[config.mk]
export PLATFORM = sky130hd
export DESIGN_NAME = tff_count_ctrl
export DESIGN_NICKNAME = d
export VERILOG_FILES = /design/src/rtl/tff_count_ctrl.sv
export SDC_FILE = /design/constraint.sdc
export NUM_CORES = 1
export LEC_CHECK = 0
export CORE_UTILIZATION = 25
export DETAILED_ROUTE_END_ITERATION = 8
export MAX_ROUTING_LAYER = met4
export SLEW_MARGIN = 15
export SYNTH_ARGS = -nofsm -noshare
export SYNTH_HDL_FRONTEND = slang
export SYNTH_SLANG_ARGS = --single-unit
export TNS_END_PERCENT = 30
[constraint.sdc]
create_clock -name clk -period 3 [get_ports clk]
set_input_delay 0.45 -clock clk [delete_from_list [all_inputs] [get_ports clk]]
set_output_delay 0.45 -clock clk [all_outputs]
set_load 0.02 [all_outputs]
[src/rtl/tff_count_ctrl.sv]
// Toggle-vector sequencer for a bank of external T flip-flops.
// The bank holds the count; this block decides each cycle which cells toggle
// so that the bank's next value is a clear, load, hold or modulo up/down count step.
module tff_count_ctrl #(
  parameter int unsigned WIDTH = 4
) (
  input  logic             clk,
  input  logic             rst_n,
  input  logic             start,
  input  logic             stop,
  input  logic             hold,
  input  logic             up_dn,
  input  logic             one_shot,
  input  logic [WIDTH-1:0] modulus,
  input  logic             load,
  input  logic [WIDTH-1:0] load_val,
  input  logic [WIDTH-1:0] q_vec,
  output logic [WIDTH-1:0] t_vec,
  output logic             busy,
  output logic             tc,
  output logic             done
);

  typedef enum logic [2:0] {
    ST_INIT  = 3'd0,
    ST_IDLE  = 3'd1,
    ST_RUN   = 3'd2,
    ST_PAUSE = 3'd3,
    ST_DONE  = 3'd4
  } state_e;

  state_e           state_q, state_d;
  logic             busy_q, busy_d;
  logic             tc_q, tc_d;
  logic             done_q, done_d;
  logic [WIDTH-1:0] next_val;

  logic [WIDTH-1:0] mod_m1;
  logic [WIDTH-1:0] term_val;
  logic [WIDTH-1:0] step_val;
  logic [WIDTH-1:0] wrap_val;
  logic             out_of_range;

  // Count arithmetic; modulus 0 wraps naturally to all-ones, i.e. M = 2**WIDTH.
  always_comb begin
    mod_m1       = modulus - WIDTH'(1);
    term_val     = up_dn ? mod_m1 : '0;
    step_val     = up_dn ? (q_vec + WIDTH'(1)) : (q_vec - WIDTH'(1));
    wrap_val     = up_dn ? '0 : mod_m1;
    out_of_range = (modulus != '0) && (q_vec >= modulus);
  end

  // Next-state and desired next bank value; default leaves the bank untouched.
  always_comb begin
    state_d  = state_q;
    next_val = q_vec;
    tc_d     = 1'b0;
    done_d   = 1'b0;

    if (stop) begin
      state_d = ST_IDLE;
    end else if (state_q == ST_INIT) begin
      // The bank has no reset of its own: clear it on the first cycle out of reset.
      next_val = '0;
      state_d  = ST_IDLE;
    end else if (load) begin
      next_val = load_val;
      if (state_q == ST_DONE) begin
        state_d = ST_IDLE;
      end
    end else begin
      case (state_q)
        ST_IDLE: begin
          if (start) begin
            state_d = ST_RUN;
          end
        end
        ST_RUN: begin
          if (hold) begin
            state_d = ST_PAUSE;
          end else if (out_of_range) begin
            // Recovery from an out-of-range load is not a terminal step.
            next_val = wrap_val;
          end else if (q_vec == term_val) begin
            tc_d = 1'b1;
            if (one_shot) begin
              done_d  = 1'b1;
              state_d = ST_DONE;
            end else begin
              next_val = wrap_val;
            end
          end else begin
            next_val = step_val;
          end
        end
        ST_PAUSE: begin
          if (!hold && start) begin
            state_d = ST_RUN;
          end
        end
        ST_DONE: begin
          if (start) begin
            state_d = ST_RUN;
          end
        end
        default: begin
          state_d = ST_IDLE;
        end
      endcase
    end

    busy_d = (state_d == ST_RUN) || (state_d == ST_PAUSE);
  end

  // Toggle only the bits that differ; forced quiet while reset is asserted.
  always_comb begin
    t_vec = rst_n ? (q_vec ^ next_val) : '0;
  end

  // State and registered status pulses.
  always_ff @(posedge clk or negedge rst_n) begin
    if (!rst_n) begin
      state_q <= ST_INIT;
      busy_q  <= 1'b0;
      tc_q    <= 1'b0;
      done_q  <= 1'b0;
    end else begin
      state_q <= state_d;
      busy_q  <= busy_d;
      tc_q    <= tc_d;
      done_q  <= done_d;
    end
  end

  assign busy = busy_q;
  assign tc   = tc_q;
  assign done = done_q;

endmodule

==> results by group, run 1 <==
Die
  • Initial core utilization: 27.0%
  • I/O pin cnt: 27
  • Core footprint: 0.00450 mm²
  • Row count: 24
  • Die Ht: 71.7 µm
  • Die extent in x: between 70 and 80 µm
  • DIE AREA: 0.00514 mm²

Setup path
  • Worst path required time: roughly 2.6 ns
  • Endpoint type of the worst setup path: output pin
  • Crit path top cell by count: buf_4
  • Crit path largest cell delay: 0.50 ns
  • Critical path fanouts, max: 6
  • Setup CP Type: in -> out
  • Buf/Inv on CP: 4
  • Crit path cell chain: buf_2 -> buf_4 -> or4_4 -> a211oi_4 -> a311oi_2 -> buf_4 -> a32o_1 -> a211o_1 -> o211a_1 -> buf_6
  • Startpoint Class: primary input
  • Worst EP arrival: 2.55 ns
  • CP top delay family: compound AO/OA/AOI/OAI gates
  • Slowest cell on crit path: or4_4

Detailed routing
  • Routed via count: 1571
  • Initial DRC Count: 75
  • Drt total wl: around 4200 µm
  • Vias/cell: 5.27
  • ANT nets after route: 0
  • Drt first pass iters: 4
  • WL/cell: 14.0 µm
  • Drc violations: 0

STA
  • Final Cycle Share: 100%
  • Maximum achievable frequency: 0.333 GHz
  • Fin crit period: 3.00 ns
  • Final worst setup slack: -0.00367 ns
  • Max-slew violation count: 0
  • Final Hold Violating Endpoints: 0
  • Setup TNS: -0.00367 ns
  • Final setup viols: 1
  • Clock Skew: 0.000257 ns
  • RSZ-0062 raised after global routing: true
  • Slew @ Worst Pin: 0.318 ns
  • Max-slew headroom: 78.2%

Synth
  • Post-synth top area share: 12.4%
  • Syn Std Cell Area: 0.00121 mm²
  • Most frequent cell after synthesis: nand2_1
  • Syn_nets: a little under 200
  • Top_reg_cell synth: dfrtp_1
  • Syn avg cell area: 7.15 µm²
  • Syn Inst Count: 170
  • Yosys reg bits: 6
  • Top cells by area, synth: dfrtp_1 (12%), ha_1 (7.2%), o21ai_0 (5.4%)
  • FFs w/ async S/R, synth: 100%
  • Synth warnings: 0
  • Yosys top cell by area: dfrtp_1
  • Most instantiated cells after synthesis: nand2_1 (14), inv_1 (13), o21ai_0 (13)
  • Post-synth EDFFs: 0
  • Seq/Total Area, Yosys: 12.4%
  • Distinct cells, synth: 52

Layout
  • Core Util, Final: 46.4%
  • Area grow syn2layout: 71.9%
  • Layout net count: 276
  • Fraction of layout instances using a drive strength above 1: between 40% and 50%
  • Ant. Diodes: 0

Clocking
  • Number of buffers created by CTS: 3
  • CTS sink count: 6
  • Hold buffers post-CTS: 0
  • CTS tree: yes
  • H-tree levels: 1
  • Worst-path clk slew: 0.04 ns
  • Worst skew pair latency: between 0.2 and 0.25 ns
  • Clock buffer depth: 2
  • Root Driver: clkbuf_8

Run status
  • Failing checks: setup timing
  • Status: complete, but fails checks

GRT
  • Gr ovfl total: 0
  • Largest net degree at the start of global routing: 12
  • Initial antenna violation count: 0
  • Global Route Usage Sum: roughly 17%
  • First-pass GRT wire length: between 6000 and 7000 µm
  • Vias in the first global route: about 1500

Placement
  • Post-DP HPWL: 3080 µm
  • Routability cong.: 0.885
  • Post-Place Setup Slack: -0.923 ns
  • Number of port buffers: 26

Power
  • Final Power: between 500 and 600 µW
  • Leakage: 0.907 nW
  • Pwr Density: ~260 mW/mm²
  • Max VDD drop: 0.000140 V

Job
  • Maxcap violations: 0

Worst hold path
  • Hold/Removal Path Class: in -> async
[routing by layer]
layer	GRT usage, %	vias to the layer above	wire [µm]
li1	-	793	-
met1	21.8	745	1950
met2	28.7	33	2100
met3	2.67	0	116
met4	1.53	0	0
met5	-	-	0
[flip-flops by register name (all words and copies together), names as in the netlist]
register,flops
busy,1
done,1
tc,1
state_q,3
[through the flow]
step                      area (µm²)  hold slack, ns  std cells
final                           2090           0.567        298
after global routing            2090           0.579        298
after CTS                       2010           0.565        297
after detailed placement        1850           0.631        286
after global placement          1850           0.639        286
after floorplan                 1210           0.154        170
[timing repair]
item | CTS | global route
pin swaps | 19 | 16
resized for setup | 63 | 24
endpoints found under the setup margin | 4 | 4
buffers inserted | 8 | 1
[final cells by class]
| cell class | instances | area [µm²] |
|---|---|---|
| flip-flops and latches | 6 | 150 |
| repair buffers | 82 | 652 |
| well taps | 52 | 65.1 |
| fillers | 437 | 2420 |
| multi-input cells | 142 | 1130 |
| clock buffers | 3 | 41.3 |
| inverters | 13 | 48.8 |
[where the power goes]
part | switching [mW] | total [mW] | internal, mW
Combinational | 0.166 | 0.340 | 0.174
Sequential | 0.00191 | 0.0878 | 0.0859
Clock | 0.0329 | 0.119 | 0.0860
Total | 0.201 | 0.547 | 0.346
[path summary, 6_finish.rpt]
kind                                            from                    to  slack, ns  cells after the start
max in group asynchronous                      rst_n  state_q[0]$_DFF_PN0_       2.32                      2
worst min register to register  state_q[2]$_DFF_PN0_        busy$_DFF_PN0_       0.66                      2
worst max register to register  state_q[2]$_DFF_PN0_        done$_DFF_PN0_       1.28                      4
min in group clk                state_q[2]$_DFF_PN0_        busy$_DFF_PN0_       0.66                      2
worst max-delay path                      modulus[1]              t_vec[2]     -0.004                     10
worst min-delay path                           rst_n  state_q[2]$_DFF_PN0_       0.57                      2
[cell families (layout without fill, tap and decap cells)]
group / count (synthesis) / after routing / share of synthesized area [%]
and+or+nand+nor: 66 / 66 / 29.4
AOI/OAI and AO/OA: 58 / 58 / 34.0
buffers and inverters: 22 / 98 / 7.72
adders and majority gates: 8 / 8 / 8.86
xor gates and xnor gates: 6 / 6 / 4.33
DFF: 6 / 6 / 12.4
muxes: 4 / 4 / 3.40
[cell usage in the layout, fill, tap and decap left out, types with 3 or more instances in the layout]
master	count
nor2b_1	8
o21ai_0	10
buf_6	4
clkbuf_8	3
ha_1	4
o211ai_1	3
nor2_1	10
ha_4	3
a21oi_1	8
o21ai_1	3
inv_2	3
or3_1	4
inv_1	10
xor2_1	3
a31oi_1	3
or2_2	3
nor3_1	4
buf_4	56
clkdlybuf4s50_1	13
buf_2	4
dlygate4sd2_1	3
nand2_1	14
a211oi_2	4
nand3_1	5
dfrtp_1	6
(Power assumes the default switching activity.)
==> run 2, diff against run 1 <==
- GPL_TIMING_DRIVEN: unset -> 0
==> results by group, run 2 (synthesis results as in run 1) <==
Run status
  • Status: complete, but fails checks
  • Failing checks: setup timing

Power
  • Pwr Density: 269 mW/mm²
  • Max VDD drop: 0.000121 V
  • Leakage: between 0.7 and 0.8 nW

GRT
  • Largest net degree at the start of global routing: 11
  • Global Route Usage Sum: 16.6%
  • Gr ovfl total: 0
  • Vias in the first global route: about 1400
  • First-pass GRT wire length: 6600 µm
  • Initial antenna violation count: 0

Layout
  • Largest Register: state_q
  • Area grow syn2layout: 55.8%
  • Cell area after layout: 0.00189 mm²
  • Most frequent cells in the layout: nand2_1 (14), clkdlybuf4s50_1 (12), buf_4 (12)
  • Number of flip-flops in the largest register: 3
  • Most common cell after layout, fill and taps aside: nand2_1
  • Layout net count: 240
  • Fraction of layout instances using a drive strength above 1: about a third
  • Ant. Diodes: 0

Setup path
  • Worst EP arrival: 2.57 ns
  • Slowest cell on crit path: or3_4
  • R2R Path Start: state_q[0]$_DFF_PN0_
  • Crit path top cell by count: a31oi_4
  • R2R setup slack: around 1.2 ns
  • Crit path largest cell delay: approximately 0.4 ns
  • Critical path fanouts, max: 7
  • Endpoint type of the worst setup path: output pin
  • Setup crit start: modulus[0]
  • Setup CP Type: in -> out
  • Worst path required time: 2.55 ns
  • Crit path cell chain: buf_12 -> inv_6 -> ha_4 -> xor2_1 -> nand4_1 -> a311oi_4 -> buf_4 -> a31oi_4 -> or3_4 -> a31oi_4 -> buf_6
  • Startpoint Class: primary input
  • Buf/Inv on CP: 4
  • CP top delay family: compound AO/OA/AOI/OAI gates

STA
  • WHS: 0.506 ns
  • RSZ-0062 raised after global routing: true
  • Clock Skew: 0.00141 ns
  • Maximum achievable frequency: roughly 0.33 GHz
  • Final Hold Violating Endpoints: 0
  • Max-slew violation count: 0
  • Final setup viols: 2
  • Slew @ Worst Pin: 0.440 ns
  • Max-slew headroom: a little over two thirds
  • Final worst setup slack: -0.0250 ns
  • Final Cycle Share: 101%
  • Fin crit period: a little over 3 ns
  • Setup TNS: -0.0371 ns

Detailed routing
  • Drt first pass iters: 4
  • Drt total wl: 4280 µm
  • ANT nets after route: 0
  • Vias/cell: 5.69
  • Routed via count: between 1000 and 1500
  • WL/cell: 16.3 µm
  • Initial DRC Count: 119
  • Drc violations: 0

Clocking
  • Root Driver: clkbuf_8
  • CTS sink count: 6
  • Clock buffer depth: 2
  • CTS tree: yes
  • Worst-path clk slew: 0.04 ns
  • Worst skew pair latency: approximately 0.22 ns
  • H-tree levels: 1
  • Number of buffers created by CTS: 3

Die
  • DIE AREA: 0.00514 mm²
  • Die extent in x: 71.7 µm
  • I/O pin cnt: 27
  • Row count: 24
  • Die Ht: slightly above 70 µm
  • Initial core utilization: 27.0%
  • Core footprint: 0.00450 mm²

Placement
  • Placed Area: between 0.0015 and 0.002 mm²
  • Post-DP HPWL: 2800 µm
  • Number of port buffers: 26
  • Post-Place Setup Slack: -1.52 ns
  • Routability cong.: 0.794

Worst hold path
  • Hold/Removal Path Class: in -> async

Job
  • Maxcap violations: 0
[run 2: worst register-to-register path: stages, from the launching register on]
cell and delay [ns]:
dfrtp_1 0.48, or4b_4 0.57, buf_6 0.15, or2_2 0.31, nor4_1 0.20
[run 2: cell type report]
class	count	area, µm²
clock buffers	3	41.3
repair buffers	38	337
flip-flops and latches	6	150
inverters	13	62.6
multi-input cells	142	1170
well taps	52	65.1
fillers	444	2610
plain buffers	8	65.1
[run 2: per-layer routing]
layer / up-vias / routed length (µm) / global-route usage [%]
met4: 0 / 35 / 3.49
met2: 58 / 2140 / 27.9
met1: 697 / 1890 / 20.9
met5: - / 0 / -
li1: 728 / - / -
met3: 8 / 212 / 3.09
[run 2: timing repair]
| action | in CTS | in global routing |
|---|---|---|
| hold buffers | 0 | 0 |
| resized for setup | 80 | 37 |
| endpoints found under the setup margin | 8 | 4 |
| pin swaps | 15 | 20 |
| setup buffers | 11 | 1 |
| hold endpoints to repair | 0 | 0 |
[run 2: power breakdown]
group	leakage, nW	total [mW]	internal, mW	switching [mW]
Combinational	0.652	0.301	0.138	0.163
Sequential	0.0772	0.0906	0.0858	0.00479
Clock	0.0216	0.118	0.0859	0.0318
[run 2: through the flow]
stage / power (mW) / std cells / util (%)
2_1_floorplan: 0.233 / 170 / -
3_3_place_gp: 0.312 / 248 / 34.2
3_5_place_dp: 0.312 / 248 / 34.2
4_1_cts: 0.477 / 262 / 39.6
5_1_grt: 0.542 / 262 / 42.0
6_report: 0.510 / 262 / 42.0
[run 2: final timing paths]
kind,to,cells after the start
max,t_vec[0],11
min,done$_DFF_PN0_,1
max reg2reg,done$_DFF_PN0_,4
min reg2reg,state_q[0]$_DFF_PN0_,2
max in group asynchronous,busy$_DFF_PN0_,1
min in group clk,state_q[0]$_DFF_PN0_,2
==> run 3, diff against run 2 <==
- clock period: 3 -> 3.2 ns (I/O delays scaled with it)
==> results by group, run 3 (synthesis results as in run 1) <==
Run status
  • Status: finished, final reports clean

Die
  • Row count: 24
  • Initial core utilization: 27.0%
  • Core footprint: 0.00450 mm²
  • DIE AREA: 0.00514 mm²
  • Die Ht: just over 70 µm
  • I/O pin cnt: 27
  • Die extent in x: roughly 70 µm

Layout
  • Number of flip-flops in the largest register: 3
  • Most common cell after layout, fill and taps aside: nand2_1
  • # fillers: 463
  • Area grow syn2layout: 48.6%
  • Ant. Diodes: 0
  • Most frequent cells in the layout: nand2_1 (14), clkdlybuf4s50_1 (13), buf_4 (12)
  • Layout net count: roughly 240
  • Non-filler cells, final: ~260
  • Fraction of layout instances using a drive strength above 1: approximately a quarter
  • Largest Register: state_q

STA
  • Final Cycle Share: 98.3%
  • Final setup viols: 0
  • Fin crit period: 3.15 ns
  • Max-slew headroom: 56.4%
  • WHS: 0.536 ns
  • Max-slew violation count: 0
  • Slew @ Worst Pin: 0.649 ns
  • Clock Skew: 0.00209 ns
  • Maximum achievable frequency: around 0.32 GHz
  • Setup TNS: 0 ns
  • Final Hold Violating Endpoints: 0

Detailed routing
  • Initial DRC Count: 107
  • Routed via count: 1463
  • Drc violations: 0
  • Vias/cell: 5.61
  • Max layer used: met4
  • Met2 WL: 2000 µm
  • Drt total wl: 4060 µm
  • WL/cell: 15.5 µm
  • Drt first pass iters: 4
  • Detail Route met3 WL: 200 µm
  • Met1 wire length: 1810 µm
  • ANT nets after route: 0

GRT
  • Gr ovfl total: 0
  • Largest net degree at the start of global routing: 11
  • Global Route Usage Sum: 16.2%
  • Vias in the first global route: 1383
  • Initial antenna violation count: 0
  • First-pass GRT wire length: between 6000 and 7000 µm

Setup path
  • Slowest cell on crit path: or4_4
  • Startpoint Class: primary input
  • Worst path required time: 2.72 ns
  • Critical path fanouts, max: 6
  • R2R setup slack: 1.40 ns
  • Worst EP arrival: 2.67 ns
  • Setup crit start: modulus[2]
  • R2r endpoint: done$_DFF_PN0_
  • Endpoint type of the worst setup path: output pin
  • Crit path cell chain: clkdlybuf4s15_2 -> or4_4 -> a211oi_4 -> a311oi_4 -> buf_4 -> a32o_1 -> a211o_1 -> o211a_1 -> buf_2
  • Crit path largest cell delay: approximately 0.55 ns
  • Worst r2r path cells: 5
  • R2R Path Start: state_q[0]$_DFF_PN0_
  • Setup CP Type: in -> out

Clocking
  • Worst-path clk slew: 0.04 ns
  • CTS sink count: 6
  • Worst skew pair latency: 0.22 ns
  • Clock buffer depth: 2
  • H-tree levels: 1
  • Number of buffers created by CTS: 3
  • Root Driver: clkbuf_8
  • CTS tree: yes

Placement
  • Number of port buffers: 26
  • Post-DP HPWL: 2800 µm
  • Cells after DPL: 248
  • Routability cong.: 0.794

Worst hold path
  • Hold/Removal Path Class: in -> async

Power
  • Pwr Density: 252 mW/mm²
  • Max VDD drop: 0.000114 V
  • Leakage: 0.719 nW

Job
  • Maxcap violations: 0
run 3: area by class of cell:
| cell class | instances | area, µm² | area share (%) |
|---|---|---|---|
| buffer | 9 | 68.8 | 3.81 |
| clock buffer | 3 | 41.3 | 2.29 |
| inverter | 13 | 52.6 | 2.91 |
| multi-input combinational | 142 | 1110 | 61.3 |
| sequential | 6 | 150 | 8.32 |
| tap | 52 | 65.1 | 3.60 |
| timing repair buffer | 36 | 322 | 17.8 |
run 3: layer usage:
metal / GRT usage (%) / vias up
li1: - / 720
met1: 20.0 / 688
met2: 27.0 / 47
met3: 3.09 / 8
met4: 4.14 / 0
met5: - / -
run 3: worst max-delay path by stage:
stage / depth (start not counted) / endpoint
final: 9 / t_vec[2]
after global routing: 12 / t_vec[0]
after global placement: 10 / t_vec[2]
after CTS: 7 / t_vec[0]
after detailed placement: 10 / t_vec[2]
after floorplan: 8 / t_vec[0]
run 3: metrics by stage:
stage | total power, mW | area [µm²] | util [%] | setup slack (ns)
global route | 0.486 | 1810 | 40.1 | -0.000659
detailed placement | 0.293 | 1540 | 34.2 | -1.38
floorplan | 0.218 | 1210 | - | 0.220
CTS | 0.438 | 1720 | 38.3 | 0.00271
finish | 0.456 | 1810 | 40.1 | 0.0534
global placement | 0.292 | 1540 | 34.2 | -1.38
run 3: repair_timing:
action / in CTS / in global routing
pin swaps: 11 / 8
endpoints found under the setup margin: 7 / 4
hold buffers: 0 / 0
resized for setup: 64 / 24
buffers inserted: 9 / 1
run 3: power by group:
group | switching, mW | internal [mW] | leakage (nW) | total (mW)
registers | 0.00156 | 0.0805 | 0.0772 | 0.0820
logic | 0.144 | 0.119 | 0.620 | 0.263
clock network | 0.0303 | 0.0806 | 0.0216 | 0.111
total | 0.176 | 0.280 | 0.719 | 0.456
run 3: critical path: cells and delay by family:
kind | cells | cell delay [ns]
AO/OA/AOI/OAI | 5 | 1.06
buffers and inverters | 3 | 0.57
AND/OR/NAND/NOR | 1 | 0.55
==> edit 1: new RTL, flow settings as in run 3 <==
Set the parameter `WIDTH` to 5 (it was 4).
--- a/src/rtl/tff_count_ctrl.sv
+++ b/src/rtl/tff_count_ctrl.sv
@@ -4,3 +4,3 @@
 module tff_count_ctrl #(
-  parameter int unsigned WIDTH = 4
+  parameter int unsigned WIDTH = 5
 ) (
Ports: changed (resized load_val, modulus, q_vec and t_vec); port bits go from 27 to 31. The function was not compared with the original's and may differ.
==> edit 1 against run 3 <==
- the run now ends with setup timing left
- sequential power decreased by 1%
- setup slack worse by 110 ps
- maximum frequency down 3.4%
- power increased by 1.5%
- global-route usage down 2.2 points
- area after synthesis up 22%
- sequential cell count did not move
- non-clock buffer count rose by 8
- sequential share of layout area shrank 1.1 points
- wire length rose by 0.52%
- cell area is 15% higher
- synthesized cell count is 13% higher
- die area rose by 21%
==> edit 1: results (changes against run 3) <==
[run_status] status finished, violations left [was completed]
[run_status] violations in the final reports setup timing
[power_and_ir_drop] worst ir drop on vdd 0.150 mV [was 0.114 mV]
[placed_design] Placement Setup Slack -1230 ps [was -1380 ps]
[global_routing] via count of the first global-routing pass 1517 [was 1383]
[global_routing] wire length of the first global-routing pass 6890 microns [was 6420 microns]
[placed_design] placer congestion estimate 0.796 [was 0.794]
[worst_setup_path] Crit-path slowest cell sky130_fd_sc_hd__or4b_4 [was sky130_fd_sc_hd__or4_4]
[layout] layout cells sized above 1 0.288 [was 0.263]
[global_routing] routing usage on met2 0.229 [was 0.270]
[routing] total length of routed met3 wires 101 microns [was 200 microns]
[synth] Commonest cells post-synth sky130_fd_sc_hd__nand2_1, sky130_fd_sc_hd__nor2_1, sky130_fd_sc_hd__o21ai_0, sky130_fd_sc_hd__ha_1, sky130_fd_sc_hd__inv_1 [was sky130_fd_sc_hd__nand2_1, sky130_fd_sc_hd__inv_1, sky130_fd_sc_hd__o21ai_0, sky130_fd_sc_hd__nor2_1, sky130_fd_sc_hd__a21oi_1]
[synth] fraction of synthesized area in multiplexers 0.0136 [was 0.0340]
[synth] XOR/XNOR share of the synthesized area 0.0534 [was 0.0433]
[routing] amount of wire on met2 after detailed routing 1920 microns [was 2000 microns]
[layout] Layout non-clock buf frac 0.229 [was 0.216]
[synth] nets in the synthesized netlist 225 [was 198]
[worst_setup_path] FF-to-FF Start state_q[1]$_DFF_PN0_ [was state_q[0]$_DFF_PN0_]
[layout] fill cell total of the finished layout 592 [was 463]
[layout] area used by multi-input combinational logic 1270 sq um [was 1110 sq um]
[layout] net count reported at finish 271 [was 239]
[routing] count of routing violations after the opening detailed-route iteration 69 [was 107]
[synth] area fraction in compound gates after synthesis 0.341 [was 0.340]
[sta] # setup viols final 2 [was 0]
[layout] Non-CTS inverters 10 [was 13]
[layout] count of multi-input gates 164 [was 142]
[worst_setup_path] Worst path max stage delay 480 ps [was 550 ps]
[layout] buffers outside the clock class 53 [was 45]
[global_routing] total global-route track usage 0.140 [was 0.162]
[sta] final worst-path setup slack -56.3 ps [was 53.4 ps]
==> edit 1: cell types whose count changed after synthesis, sizes merged, moves of 4 or more <==
cell and change:
nor2b -6, a211oi -5, buf +4, nand2b +4, nor2 +4, o22ai +4
xnor2 +4
==> edit 1: worst max-delay path by stage <==
stage	start	cells past startpoint	end
4_1_cts	modulus[0]	12	t_vec[2]
5_1_grt	modulus[0]	11	t_vec[3]
3_3_place_gp	modulus[0]	11	t_vec[2]
6_report	modulus[1]	11	t_vec[3]
3_5_place_dp	modulus[0]	11	t_vec[2]
2_1_floorplan	modulus[0]	9	t_vec[2]
==> edit 1: through the flow <==
stage	cell area, sq um	cells	hold slack (ps)	TNS [ps]
final	2070	308	528	-76.9
after global routing	2070	308	554	-358
after CTS	2040	306	527	-55.4
after detailed placement	1850	292	663	-5320
after global placement	1850	292	657	-5350
after floorplan	1480	192	184	0
==> edit 2: new RTL, config.mk and constraints of run 3 <==
Without the edit above. The 5 states of `state_e` get a Gray code encoding in 3 bits.
--- a/src/rtl/tff_count_ctrl.sv
+++ b/src/rtl/tff_count_ctrl.sv
@@ -24,7 +24,7 @@
   typedef enum logic [2:0] {
-    ST_INIT  = 3'd0,
-    ST_IDLE  = 3'd1,
-    ST_RUN   = 3'd2,
-    ST_PAUSE = 3'd3,
-    ST_DONE  = 3'd4
+    ST_INIT  = 3'b000,
+    ST_IDLE  = 3'b001,
+    ST_RUN   = 3'b011,
+    ST_PAUSE = 3'b010,
+    ST_DONE  = 3'b110
   } state_e;
Behaviour: same outputs for any inputs over 10 cycles, from zero or initial values and one cycle with rst_n low; not proved beyond that.
==> edit 2 against run 3 <==
- cell area is 8.5% lower
- register-to-register slack better by 180 ps
- area after synthesis down 1.0%
- global-route usage shrank 2.0 points
- power is 8.7% lower
- wire length is 15% lower
- maximum frequency increased by 3.8%
- sequential cell count stayed put
- setup slack gained 110 ps
- critical endpoint unchanged
==> edit 2: results (changes against run 3) <==
[run_status] status completed [unchanged]
[sta] slew at the pin closest to its max-slew limit 583 ps [was 649 ps]
[worst_setup_path] crit path launch modulus[1] [was modulus[2]]
[worst_setup_path] Worst path max stage delay 410 ps [was 550 ps]
[synth] Commonest cells post-synth sky130_fd_sc_hd__a21oi_1, sky130_fd_sc_hd__nor2_1, sky130_fd_sc_hd__o21ai_0 [was sky130_fd_sc_hd__nand2_1, sky130_fd_sc_hd__inv_1, sky130_fd_sc_hd__o21ai_0, sky130_fd_sc_hd__nor2_1, sky130_fd_sc_hd__a21oi_1]
[synth] biggest area contributors in the synthesized netlist sky130_fd_sc_hd__dfrtp_1, sky130_fd_sc_hd__ha_1, sky130_fd_sc_hd__a21oi_1 [was sky130_fd_sc_hd__dfrtp_1, sky130_fd_sc_hd__ha_1, sky130_fd_sc_hd__o21ai_0]
[routing] count of routing violations after the opening detailed-route iteration 84 [was 107]
[worst_setup_path] endpoint arrival time on the critical path 2550 ps [was 2670 ps]
[routing] Vias per Instance 5.41 [was 5.61]
[worst_setup_path] worst setup slack for register-to-register paths 1580 ps [was 1400 ps]
[worst_setup_path] largest fanout on the critical path 7 [was 6]
[global_routing] wire length of the first global-routing pass 5720 microns [was 6420 microns]
[layout] net count reported at finish 225 [was 239]
[placed_design] HPWL reported at the end of detailed placement 2660 microns [was 2800 microns]
[worst_setup_path] FF-to-FF Start state_q[1]$_DFF_PN0_ [was state_q[0]$_DFF_PN0_]
[sta] worst hold slack 516 ps [was 536 ps]
[layout] layout cells sized above 1 0.226 [was 0.263]
[layout] fill cell total of the finished layout 475 [was 463]
[worst_setup_path] reg-to-reg critical path endpoint tc$_DFF_PN0_ [was done$_DFF_PN0_]
[synth] sequential-to-total area share from yosys stat 0.125 [was 0.124]
[placed_design] placed instance count 238 [was 248]
[worst_setup_path] Crit-path slowest cell sky130_fd_sc_hd__o32a_4 [was sky130_fd_sc_hd__or4_4]
[synth] Mean Syn Cell Area 7.52 sq um [was 7.15 sq um]
[global_routing] total global-route track usage 0.141 [was 0.162]
[sta] maximum clock skew at final layout 4.78 ps [was 2.09 ps]
-- edit 2: kinds of logic after synthesis --
| kind of cell | count (synthesis) | share of synthesized area |
|---|---|---|
| fa+ha+maj | 8 | 0.0895 |
| flops | 6 | 0.125 |
| buf+inv | 16 | 0.0541 |
| mux | 1 | 0.00832 |
| compound gates | 64 | 0.383 |
| xor+xnor | 7 | 0.0666 |
| simple gates | 58 | 0.274 |
-- edit 2: routing by layer --
| layer | share of wire | up-vias | global-route usage |
|---|---|---|---|
| met2 | 0.50 | 19 | 0.237 |
| met1 | 0.46 | 629 | 0.180 |
| li1 | - | 688 | - |
| met3 | 0.030 | 0 | 0.0281 |
| met5 | 0 | - | - |
| met4 | 0 | 0 | 0.0200 |
-- edit 2: cell type report --
cell class              count  area (sq um)  share of cell area
multi-input cells         138          1060               0.643
repair buffers             32           265               0.160
flip-flops and latches      6           150              0.0908
well taps                  52          65.1              0.0394
clock buffers               3          41.3              0.0250
plain buffers               7          33.8              0.0204
inverters                   9          33.8              0.0204
-- edit 2: power by group --
| group | total (mW) | internal, mW | switching (mW) |
|---|---|---|---|
| registers | 0.0804 | 0.0795 | 0.000926 |
| logic | 0.224 | 0.0998 | 0.124 |
| clock network | 0.112 | 0.0807 | 0.0317 |
| total | 0.416 | 0.260 | 0.156 |
-- edit 2: worst max path at each step --
stage	endpoint	slack, ps	depth (start not counted)
5_1_grt	t_vec[2]	20	10
4_1_cts	t_vec[2]	4	10
2_1_floorplan	t_vec[2]	420	8
6_report	t_vec[2]	170	10
3_3_place_gp	t_vec[2]	-930	10
3_5_place_dp	t_vec[2]	-930	10
-- edit 2: metrics by stage --
step,instance area (sq um),worst slack (ps)
after floorplan,1200,422
after global placement,1530,-926
after detailed placement,1530,-928
after CTS,1640,4.19
after global routing,1650,19.6
final,1650,168
-- edit 2: repair_timing --
item,CTS,global route
pin swaps,4,2
setup endpoints to repair,4,4
buffers inserted,3,3
resized for setup,36,14
